===== config.mk =====
export PLATFORM = sky130hd
export DESIGN_NAME = otter_lsu_flat
export DESIGN_NICKNAME = d
export VERILOG_FILES = /design/src/rtl/otter_pkg.sv /design/src/rtl/otter_lsu_if.sv /design/src/rtl/lsu_align.sv /design/src/rtl/otter_lsu.sv /design/src/flat_wrapper.sv
export SDC_FILE = /design/constraint.sdc
export NUM_CORES = 1
export LEC_CHECK = 0
export BUFFER_PORTS_ARGS = -buffer_cell sky130_fd_sc_hd__buf_2
export CAP_MARGIN = 30
export CORE_AREA = 10 10 87 164
export CTS_BUF_LIST = sky130_fd_sc_hd__clkbuf_16
export DETAILED_ROUTE_END_ITERATION = 7
export DIE_AREA = 0 0 97 174
export GPL_ROUTABILITY_DRIVEN = 1
export PLACE_DENSITY_LB_ADDON = 0.1
export SLEW_MARGIN = 10
export SYNTH_ARGS = -nofsm -noshare
export SYNTH_HDL_FRONTEND = slang
export SYNTH_SLANG_ARGS = --single-unit

===== constraint.sdc =====
create_clock -name clk -period 2.55 [get_ports clk]
set_clock_uncertainty 0.1 [all_clocks]
set_input_delay 0.1275 -clock clk [delete_from_list [all_inputs] [get_ports clk]]
set_output_delay 0.1275 -clock clk [all_outputs]
set_load 0.005 [all_outputs]

===== src/rtl/otter_pkg.sv =====
// Shared types for the OTTER load/store unit: access size, FSM states and
// small address helpers used by the LSU and its alignment datapath.
package otter_pkg;

  typedef enum logic [1:0] {
    LSU_BYTE = 2'b00,
    LSU_HALF = 2'b01,
    LSU_WORD = 2'b10
  } lsu_size_e;

  typedef enum logic [1:0] {
    IDLE  = 2'b00,
    ISSUE = 2'b01,
    WAIT  = 2'b10,
    RESP  = 2'b11
  } lsu_state_e;

  // Both 2'b10 and 2'b11 encode a word access.
  function automatic lsu_size_e decode_size(input logic [1:0] raw);
    if (raw[1]) return LSU_WORD;
    return raw[0] ? LSU_HALF : LSU_BYTE;
  endfunction

  function automatic logic is_misaligned(input lsu_size_e size, input logic [1:0] lo);
    case (size)
      LSU_HALF: return lo[0];
      LSU_WORD: return |lo;
      default:  return 1'b0;
    endcase
  endfunction

  function automatic logic [1:0] force_align(input lsu_size_e size, input logic [1:0] lo);
    case (size)
      LSU_HALF: return {lo[1], 1'b0};
      LSU_WORD: return 2'b00;
      default:  return lo;
    endcase
  endfunction

endpackage


===== src/rtl/otter_lsu_if.sv =====
// Request/response channel between a core and the OTTER load/store unit.
interface otter_lsu_if;
  logic        req_valid;
  logic        req_ready;
  logic        req_we;
  logic [1:0]  req_size;
  logic        req_unsigned;
  logic [31:0] req_addr;
  logic [31:0] req_wdata;
  logic        resp_valid;
  logic [31:0] resp_rdata;
  logic        resp_err;

  modport master (
    output req_valid, req_we, req_size, req_unsigned, req_addr, req_wdata,
    input  req_ready, resp_valid, resp_rdata, resp_err
  );

  modport slave (
    input  req_valid, req_we, req_size, req_unsigned, req_addr, req_wdata,
    output req_ready, resp_valid, resp_rdata, resp_err
  );
endinterface


===== src/rtl/lsu_align.sv =====
// Byte-lane datapath: store lane masks and data replication, load lane
// extraction with sign/zero extension. Purely combinational.
module lsu_align
  import otter_pkg::*;
(
  input  logic [1:0]  addr_lo,
  input  lsu_size_e   size,
  input  logic        is_unsigned,
  input  logic [31:0] wdata,
  input  logic [31:0] rdata_raw,
  output logic [3:0]  byte_en,
  output logic [31:0] wdata_rep,
  output logic [31:0] rdata_ext
);

  logic [7:0]  lane_b;
  logic [15:0] lane_h;

  always_comb begin
    lane_b    = rdata_raw[{addr_lo, 3'b000} +: 8];
    lane_h    = addr_lo[1] ? rdata_raw[31:16] : rdata_raw[15:0];
    byte_en   = 4'b1111;
    wdata_rep = wdata;
    rdata_ext = rdata_raw;
    case (size)
      LSU_BYTE: begin
        byte_en   = 4'b0001 << addr_lo;
        wdata_rep = {4{wdata[7:0]}};
        rdata_ext = {{24{~is_unsigned & lane_b[7]}}, lane_b};
      end
      LSU_HALF: begin
        byte_en   = 4'b0011 << {addr_lo[1], 1'b0};
        wdata_rep = {2{wdata[15:0]}};
        rdata_ext = {{16{~is_unsigned & lane_h[15]}}, lane_h};
      end
      default: ;
    endcase
  end

endmodule


===== src/rtl/otter_lsu.sv =====
// OTTER load/store unit: single-outstanding FSM in front of a synchronous RAM.
// Optional: define LSU_MISALIGN_TRAP_EN to trap misaligned accesses instead of force-aligning.
//
//   state | meaning
//   IDLE  | ready for a request, latches it on req_valid
//   ISSUE | drives the RAM strobe / byte write enables for one cycle
//   WAIT  | load data arrives from RAM, extracted into resp_rdata
//   RESP  | one-cycle resp_valid pulse
module otter_lsu
  import otter_pkg::*;
#(
  parameter int RAM_ADDR_WIDTH = 13,
  parameter int RAM_BUS_WIDTH  = 32
) (
  input  logic                      clk,
  input  logic                      rst,
  otter_lsu_if.slave                lsu,
  output logic                      mem_rd,
  output logic [3:0]                mem_we,
  output logic [RAM_ADDR_WIDTH-1:0] mem_addr,
  output logic [RAM_BUS_WIDTH-1:0]  mem_data,
  input  logic [RAM_BUS_WIDTH-1:0]  mem_out
);

  lsu_state_e                state_q, state_d;
  logic                      we_q, uns_q, err_q;
  lsu_size_e                 size_q, req_size_dec;
  logic [RAM_ADDR_WIDTH+1:0] addr_q;
  logic [31:0]               wdata_q, rdata_q;
  logic [RAM_ADDR_WIDTH-1:0] addr_hold_q;
  logic [31:0]               data_hold_q;
  logic                      req_err, issue;
  logic [1:0]                req_lo_al;
  logic [3:0]                byte_en;
  logic [31:0]               wdata_rep, rdata_ext;
  logic                      unused_addr_hi;

  assign unused_addr_hi = ^lsu.req_addr[31:RAM_ADDR_WIDTH+2];
  assign req_size_dec   = decode_size(lsu.req_size);

  always_comb begin
`ifdef LSU_MISALIGN_TRAP_EN
    req_err   = is_misaligned(req_size_dec, lsu.req_addr[1:0]);
    req_lo_al = lsu.req_addr[1:0];
`else
    req_err   = 1'b0;
    req_lo_al = force_align(req_size_dec, lsu.req_addr[1:0]);
`endif
  end

  lsu_align u_align (
    .addr_lo     (addr_q[1:0]),
    .size        (size_q),
    .is_unsigned (uns_q),
    .wdata       (wdata_q),
    .rdata_raw   (mem_out),
    .byte_en     (byte_en),
    .wdata_rep   (wdata_rep),
    .rdata_ext   (rdata_ext)
  );

  always_comb begin
    state_d = state_q;
    case (state_q)
      IDLE:    if (lsu.req_valid) state_d = req_err ? RESP : ISSUE;
      ISSUE:   state_d = we_q ? RESP : WAIT;
      WAIT:    state_d = RESP;
      default: state_d = IDLE;
    endcase
  end

  // Reset gates the strobes combinationally so an in-flight store never lands.
  assign issue          = (state_q == ISSUE) && !rst;
  assign mem_rd         = !(issue && !we_q);
  assign mem_we         = (issue && we_q) ? byte_en : 4'b0000;
  assign mem_addr       = rst ? '0 : (issue ? addr_q[RAM_ADDR_WIDTH+1:2] : addr_hold_q);
  assign mem_data       = rst ? '0 : ((issue && we_q) ? wdata_rep : data_hold_q);
  assign lsu.req_ready  = (state_q == IDLE);
  assign lsu.resp_valid = (state_q == RESP) && !rst;
  assign lsu.resp_err   = (state_q == RESP) && !rst && err_q;
  assign lsu.resp_rdata = rdata_q;

  always_ff @(posedge clk) begin
    if (rst) begin
      state_q     <= IDLE;
      we_q        <= 1'b0;
      uns_q       <= 1'b0;
      err_q       <= 1'b0;
      size_q      <= LSU_BYTE;
      addr_q      <= '0;
      wdata_q     <= '0;
      rdata_q     <= '0;
      addr_hold_q <= '0;
      data_hold_q <= '0;
    end else begin
      state_q <= state_d;
      case (state_q)
        IDLE: if (lsu.req_valid) begin
          we_q    <= lsu.req_we;
          uns_q   <= lsu.req_unsigned;
          err_q   <= req_err;
          size_q  <= req_size_dec;
          addr_q  <= {lsu.req_addr[RAM_ADDR_WIDTH+1:2], req_lo_al};
          wdata_q <= lsu.req_wdata;
          if (req_err) rdata_q <= '0;
        end
        ISSUE: begin
          addr_hold_q <= addr_q[RAM_ADDR_WIDTH+1:2];
          if (we_q) begin
            data_hold_q <= wdata_rep;
            rdata_q     <= '0;
          end
        end
        WAIT:    rdata_q <= rdata_ext;
        default: ;
      endcase
    end
  end

endmodule


===== src/flat_wrapper.sv =====
// flat-port wrapper written by rule: the top's interface ports become plain ports
module otter_lsu_flat import otter_pkg::*;
#(
  parameter int RAM_ADDR_WIDTH = 13,
  parameter int RAM_BUS_WIDTH  = 32
)
  (clk, rst, mem_rd, mem_we, mem_addr, mem_data, mem_out, lsu_req_valid, lsu_req_we, lsu_req_size, lsu_req_unsigned, lsu_req_addr, lsu_req_wdata, lsu_req_ready, lsu_resp_valid, lsu_resp_rdata, lsu_resp_err);
  otter_lsu_if lsu_i ();
  input  logic clk;
  input  logic rst;
  output logic mem_rd;
  output logic [3:0] mem_we;
  output logic [RAM_ADDR_WIDTH-1:0] mem_addr;
  output logic [RAM_BUS_WIDTH-1:0] mem_data;
  input  logic [RAM_BUS_WIDTH-1:0] mem_out;
  input wire logic [$bits(lsu_i.req_valid)-1:0] lsu_req_valid;
  input wire logic [$bits(lsu_i.req_we)-1:0] lsu_req_we;
  input wire logic [$bits(lsu_i.req_size)-1:0] lsu_req_size;
  input wire logic [$bits(lsu_i.req_unsigned)-1:0] lsu_req_unsigned;
  input wire logic [$bits(lsu_i.req_addr)-1:0] lsu_req_addr;
  input wire logic [$bits(lsu_i.req_wdata)-1:0] lsu_req_wdata;
  output wire logic [$bits(lsu_i.req_ready)-1:0] lsu_req_ready;
  output wire logic [$bits(lsu_i.resp_valid)-1:0] lsu_resp_valid;
  output wire logic [$bits(lsu_i.resp_rdata)-1:0] lsu_resp_rdata;
  output wire logic [$bits(lsu_i.resp_err)-1:0] lsu_resp_err;
  assign lsu_i.req_valid = lsu_req_valid;
  assign lsu_i.req_we = lsu_req_we;
  assign lsu_i.req_size = lsu_req_size;
  assign lsu_i.req_unsigned = lsu_req_unsigned;
  assign lsu_i.req_addr = lsu_req_addr;
  assign lsu_i.req_wdata = lsu_req_wdata;
  assign lsu_req_ready = lsu_i.req_ready;
  assign lsu_resp_valid = lsu_i.resp_valid;
  assign lsu_resp_rdata = lsu_i.resp_rdata;
  assign lsu_resp_err = lsu_i.resp_err;
  otter_lsu #(.RAM_ADDR_WIDTH(RAM_ADDR_WIDTH), .RAM_BUS_WIDTH(RAM_BUS_WIDTH)) u_core (.clk(clk), .rst(rst), .lsu(lsu_i), .mem_rd(mem_rd), .mem_we(mem_we), .mem_addr(mem_addr), .mem_data(mem_data), .mem_out(mem_out));
endmodule

==> out/results.ini, run 1 <==
[status]
status = complete, no violations

[floorplan]
die_area_um2 = 16900
core_um2 = 11700
start_util_pct = 49.0
die_y_um = 174
ios = 188
die_w_um = 97
row_count = 56

[worst_setup_path]
worstPathMaxFanout = 22
required_ps = 2320
cp_slowest_cell = dfxtp_1
cp_slowest_stage_delay_ps = 650
crit_chain = buf_12 > mux2i_1 > o21ai_0 > nand2_1 > a21oi_1 > buf_2
start_kind = flip-flop
crit_arrival_ps = 2220
cp-end-kind = output pin
crit_type = reg -> out

[power]
finalPower_mw = 5.97
power.density_nw_per_um2 = 731
vdd_ir_drop_max_v = 0.000592
leakagePower_nw = 3.36

[sta]
hold_viol = 0
relSlewSlack_pct = 45.1
finalCritPeriodShare_pct = 95.9
setup_tns_ps = 0
timing.fmax_mhz = 409
setup_viol = 0
slew_viol_final = 0
period_minus_slack_ps = 2450
rsz0062_at_grt = no
worst_pin_slew_ps = 824
hold_ws_ps = 22.3

[synthesis]
synth_cell_type_count = 39
async_flop_share_pct = 0
syn_avg_cell_area_um2 = 8.23
ys_seq_area_share_pct = 45.3
netlist_area_um2 = 5740
synthCells = 697
yosysWarnings = 0
ys_ff_latch = 130
synth_top_area_share_pct = 45.3
synth_edf_count = 0
synthTopCellsByArea = dfxtp_1 45%, nand2_1 10%, a21oi_1 7.5%
synth_flop_cell = dfxtp_1
synth_top_cell_by_area = dfxtp_1
synth_fp_nets = 804

[finish]
num-nets-final = 1033
drive_gt1_share_pct = 25.5
mostFrequentLayoutCells = 168 x buf_2, 157 x nand2_1, 129 x dfxtp_1
mostFrequentLayoutCell = buf_2
n_antenna_cell = 0
areaGrowthSynthToFinish_pct = 42.2

[grt]
antenna_found_initial = 0
overflow = 0
grt_pass1_vias = 6184
gr-usage-all-layers_pct = 22.8
grt_max_degree = 142
grt_pass1_wl_um = 31600

[placement]
gp_congestion = 0.945
portBuffers = 169
dp_hpwl_um = 14000

[flow_run]
drv_cap = 0

[drt]
postRouteAntennaNets = 0
vias_per_cell = 5.57
drc = 0
wl_per_cell_um = 18.2
vias = 6040
wirelength_um = 19700
drt_iter0_drc = 397
first_pass_iters = 6

[clock_network]
cts_tree = done
htreeDepth = 4
clkSinkCount = 130
ctsRootBufferMaster = clkbuf_16
clockBufferDepth = 2
cts_buffers = 17
path_clk_slew_ps = 60
worstSkewPairLatency_ps = 410

[hold_path]
hold_path_class = in -> reg

-- cells by family after synthesis --
logic type | Yosys count | synth area share [%]
AND/OR/NAND/NOR | 245 | 17.7
AO/OA/AOI/OAI | 203 | 23.5
flip-flops | 130 | 45.3
buffers and inverters | 73 | 5.25
multiplexers | 41 | 7.22
adder cells (fa/ha/maj) | 4 | 0.872
other | 1 | 0.0653
-- repair_timing --
item,CTS,global route
endpoints found under the setup margin,0,5
gates resized for setup,0,0
buffers inserted,0,0
hold endpoints to repair,82,0
hold buffers,84,0
-- critical path: cells and delay by family, from the launching register on --
kind / cells / cell delay (ps)
multiplexers: 1 / 80
AO/OA/AOI/OAI: 2 / 540
buffers and inverters: 2 / 380
flip-flops: 1 / 650
AND/OR/NAND/NOR: 1 / 140
-- routing by layer --
layer | vias to the layer above | global-route usage, % | routed length (µm)
met2 | 219 | 42.3 | 10800
met5 | - | 0 | 0
li1 | 2913 | - | -
met3 | 54 | 5.40 | 1100
met4 | 0 | 13.7 | 908
met1 | 2854 | 21.8 | 6970
-- final timing paths --
path         slack [ps]                      from                         to  cells past startpoint
max                 100          u_core.size_q[0]               mem_data[29]                      6
min                  20             lsu_req_valid          u_core.state_q[0]                      4
max reg2reg         300         u_core.state_q[1]  u_core.lsu.resp_rdata[17]                      7
min reg2reg         350  u_core.lsu.resp_rdata[5]   u_core.lsu.resp_rdata[5]                      2
-- stage by stage --
| step | utilization (%) | cell area, µm² | setup slack, ps | cells |
|---|---|---|---|---|
| final | 69.7 | 8160 | 103 | 1084 |
| after global routing | 69.7 | 8160 | 1.93 | 1084 |
| after CTS | 69.5 | 8140 | 136 | 1083 |
| after detailed placement | 57.4 | 6710 | 294 | 967 |
| after global placement | 57.4 | 6710 | 382 | 967 |
| after floorplan | - | 5740 | 446 | 697 |
-- cell usage after synthesis, types with 2 or more instances --
library cell / number
buf_6: 3
a221o_2: 10
a311oi_1: 16
a22oi_1: 8
a221o_1: 13
inv_1: 12
dfxtp_1: 130
clkbuf_1: 47
a21oi_1: 86
nor3_1: 7
buf_1: 9
and2_1: 9
a211oi_1: 23
nand2_1: 158
nor2b_1: 4
o221ai_1: 7
a221oi_1: 3
nand3_1: 2
mux2_2: 3
o21ai_0: 32
mux2i_1: 38
nand2b_1: 4
nor2_1: 52
nand3b_1: 3
ha_1: 4
-- area by class of cell --
class,instances,area [µm²]
fill,946,3540
multi-input combinational,494,2840
sequential,130,2600
timing repair buffer,271,1900
clock buffer,17,425
tap,145,181
clock inverter,15,159
inverter,12,45.0
-- registers in the layout (all words and copies together), names as in the netlist --
register               count
u_core.size_q              2
u_core.wdata_q            32
u_core.state_q             2
u_core.lsu.resp_rdata     32
u_core.addr_hold_q        13
u_core.we_q                1
u_core.addr_q             15
u_core.data_hold_q        32
u_core.uns_q               1
-- power breakdown --
| group | internal, mW | switching [mW] | total (mW) |
|---|---|---|---|
| sequential | 2.22 | 0.141 | 2.36 |
| combinational | 0.533 | 0.677 | 1.21 |
| clock | 1.45 | 0.949 | 2.40 |
(Power assumes the default switching activity.)
==> run 2: changes to the inputs <==
Clock period 2.55 ns to 2.8 ns, I/O delays scaled along.
==> run 2 against run 1 <==
Compared with the run above:
- critical path depth decreased by 2
- global-route usage decreased by 0.10 points
- non-clock buffer count decreased by 3
==> out/results.ini, run 2 (same netlist as run 1, synthesis figures left out) <==
[finish]
num-nets-final = 1030  ; -0.29%
n_antenna_cell = 0  ; unchanged
layout.cells.non_filler = 1081  ; -0.28%
mostFrequentLayoutCell = buf_2
drive_gt1_share_pct = 25.5  ; +0.082 points
areaGrowthSynthToFinish_pct = 40.8
mostFrequentLayoutCells = 168 x buf_2, 157 x nand2_1, 129 x dfxtp_1

[grt]
gr-usage-all-layers_pct = 22.6  ; -0.10 points
grt_pass1_vias = 6164  ; -0.32%
overflow = 0  ; unchanged
grt_max_degree = 66  ; -54%
antenna_found_initial = 0  ; unchanged
grt_pass1_wl_um = 31200  ; -1.0%

[drt]
first_pass_iters = 5  ; -1
vias = 5971  ; -1.1%
drc = 0  ; unchanged
vias_per_cell = 5.52  ; -0.87%
wl_per_cell_um = 18.0  ; -1.2%
wirelength_um = 19500  ; -1.4%
postRouteAntennaNets = 0  ; unchanged
drt_iter0_drc = 393  ; -1.0%

[clock_network]
worstSkewPairLatency_ps = 420  ; about the same
cts_tree = done
ctsRootBufferMaster = clkbuf_16
clockBufferDepth = 2  ; unchanged
cts_buffers = 17  ; unchanged
path_clk_slew_ps = 60  ; about the same
htreeDepth = 4  ; unchanged
clkSinkCount = 130  ; unchanged

[sta]
timing.fmax_mhz = 387
setup_viol = 0  ; unchanged
period_minus_slack_ps = 2580
setup_tns_ps = 0  ; unchanged
finalCritPeriodShare_pct = 92.2
worst_pin_slew_ps = 1030  ; +204 ps
relSlewSlack_pct = 31.4  ; -14 points
hold_viol = 0  ; unchanged
rsz0062_at_grt = no
slew_viol_final = 0  ; unchanged

[worst_setup_path]
worstPathMaxFanout = 25  ; +14%
start_kind = flip-flop
crit_type = reg -> out
reg2reg_depth = 7  ; unchanged
required_ps = 2560  ; +240 ps
cp-end-kind = output pin
crit_arrival_ps = 2340  ; +120 ps

[floorplan]
die_w_um = 97  ; unchanged
die_y_um = 174  ; unchanged
row_count = 56  ; unchanged
die_area_um2 = 16900  ; unchanged
ios = 188  ; unchanged
start_util_pct = 49.0  ; unchanged
core_um2 = 11700  ; unchanged

[power]
leakagePower_nw = 3.33  ; -0.96%
vdd_ir_drop_max_v = 0.000617  ; +4.1%
power.density_nw_per_um2 = 669  ; -8.5%

[flow_run]
drv_cap = 0  ; unchanged

[placement]
dp_hpwl_um = 14000  ; -0.39%
portBuffers = 169  ; unchanged
post-place-cells = 967  ; unchanged
gp_congestion = 0.899  ; -4.9%

[hold_path]
hold_path_class = in -> reg
hold_depth = 3  ; -1

[status]
status = complete, no violations

run 2: per-stage QoR:
step | cell area (µm²) | hold slack [ps] | utilization [%] | setup slack [ps] | power, mW
5_1_grt | 8080 | 31.7 | 69.1 | 85.5 | 5.66
3_5_place_dp | 6670 | 287 | 57.0 | 557 | 3.18
3_3_place_gp | 6670 | 281 | 57.0 | 615 | 3.14
2_1_floorplan | 5740 | 176 | - | 696 | 2.79
4_1_cts | 8080 | 2.58 | 69.1 | 109 | 5.43
6_report | 8080 | 20.4 | 69.1 | 217 | 5.41
run 2: report_power, final:
part / internal (mW) / switching, mW
combinational: 0.467 / 0.610
clock: 1.32 / 0.853
sequential: 2.02 / 0.136
run 2: cell type report:
type,instances,area [µm²]
inverters,12,45.0
clock inverters,15,160
flip-flops and latches,130,2600
multi-input cells,494,2850
well taps,145,181
repair buffers,268,1820
fillers,943,3620
clock buffers,17,425
run 2: worst paths after layout:
kind / from / to / slack, ps
worst max-delay path: u_core.size_q[0] / mem_data[11] / 220
worst min-delay path: mem_out[3] / u_core.lsu.resp_rdata[3] / 20
worst max register to register: u_core.state_q[0] / u_core.addr_q[0] / 430
worst min register to register: u_core.lsu.resp_rdata[2] / u_core.lsu.resp_rdata[2] / 350
run 2: critical path, stage by stage (launching register included):
cell and delay [ps]:
dfxtp_1 990, buf_4 270, o21ai_0 110, a311oi_1 360, buf_2 200
run 2: layer usage:
layer	part of all wire, %	vias to the layer above	GRT usage, %
met4	6.1	0	15.1
met5	0	-	0
met2	53	229	41.0
li1	-	2905	-
met3	5.9	61	6.27
met1	35	2776	21.5
run 2: repair_timing:
action / in CTS / in global routing
hold endpoints to repair: 80 / 0
resized for setup: 0 / 1
buffers inserted: 0 / 0
hold buffers: 82 / 0
endpoints found under the setup margin: 0 / 3
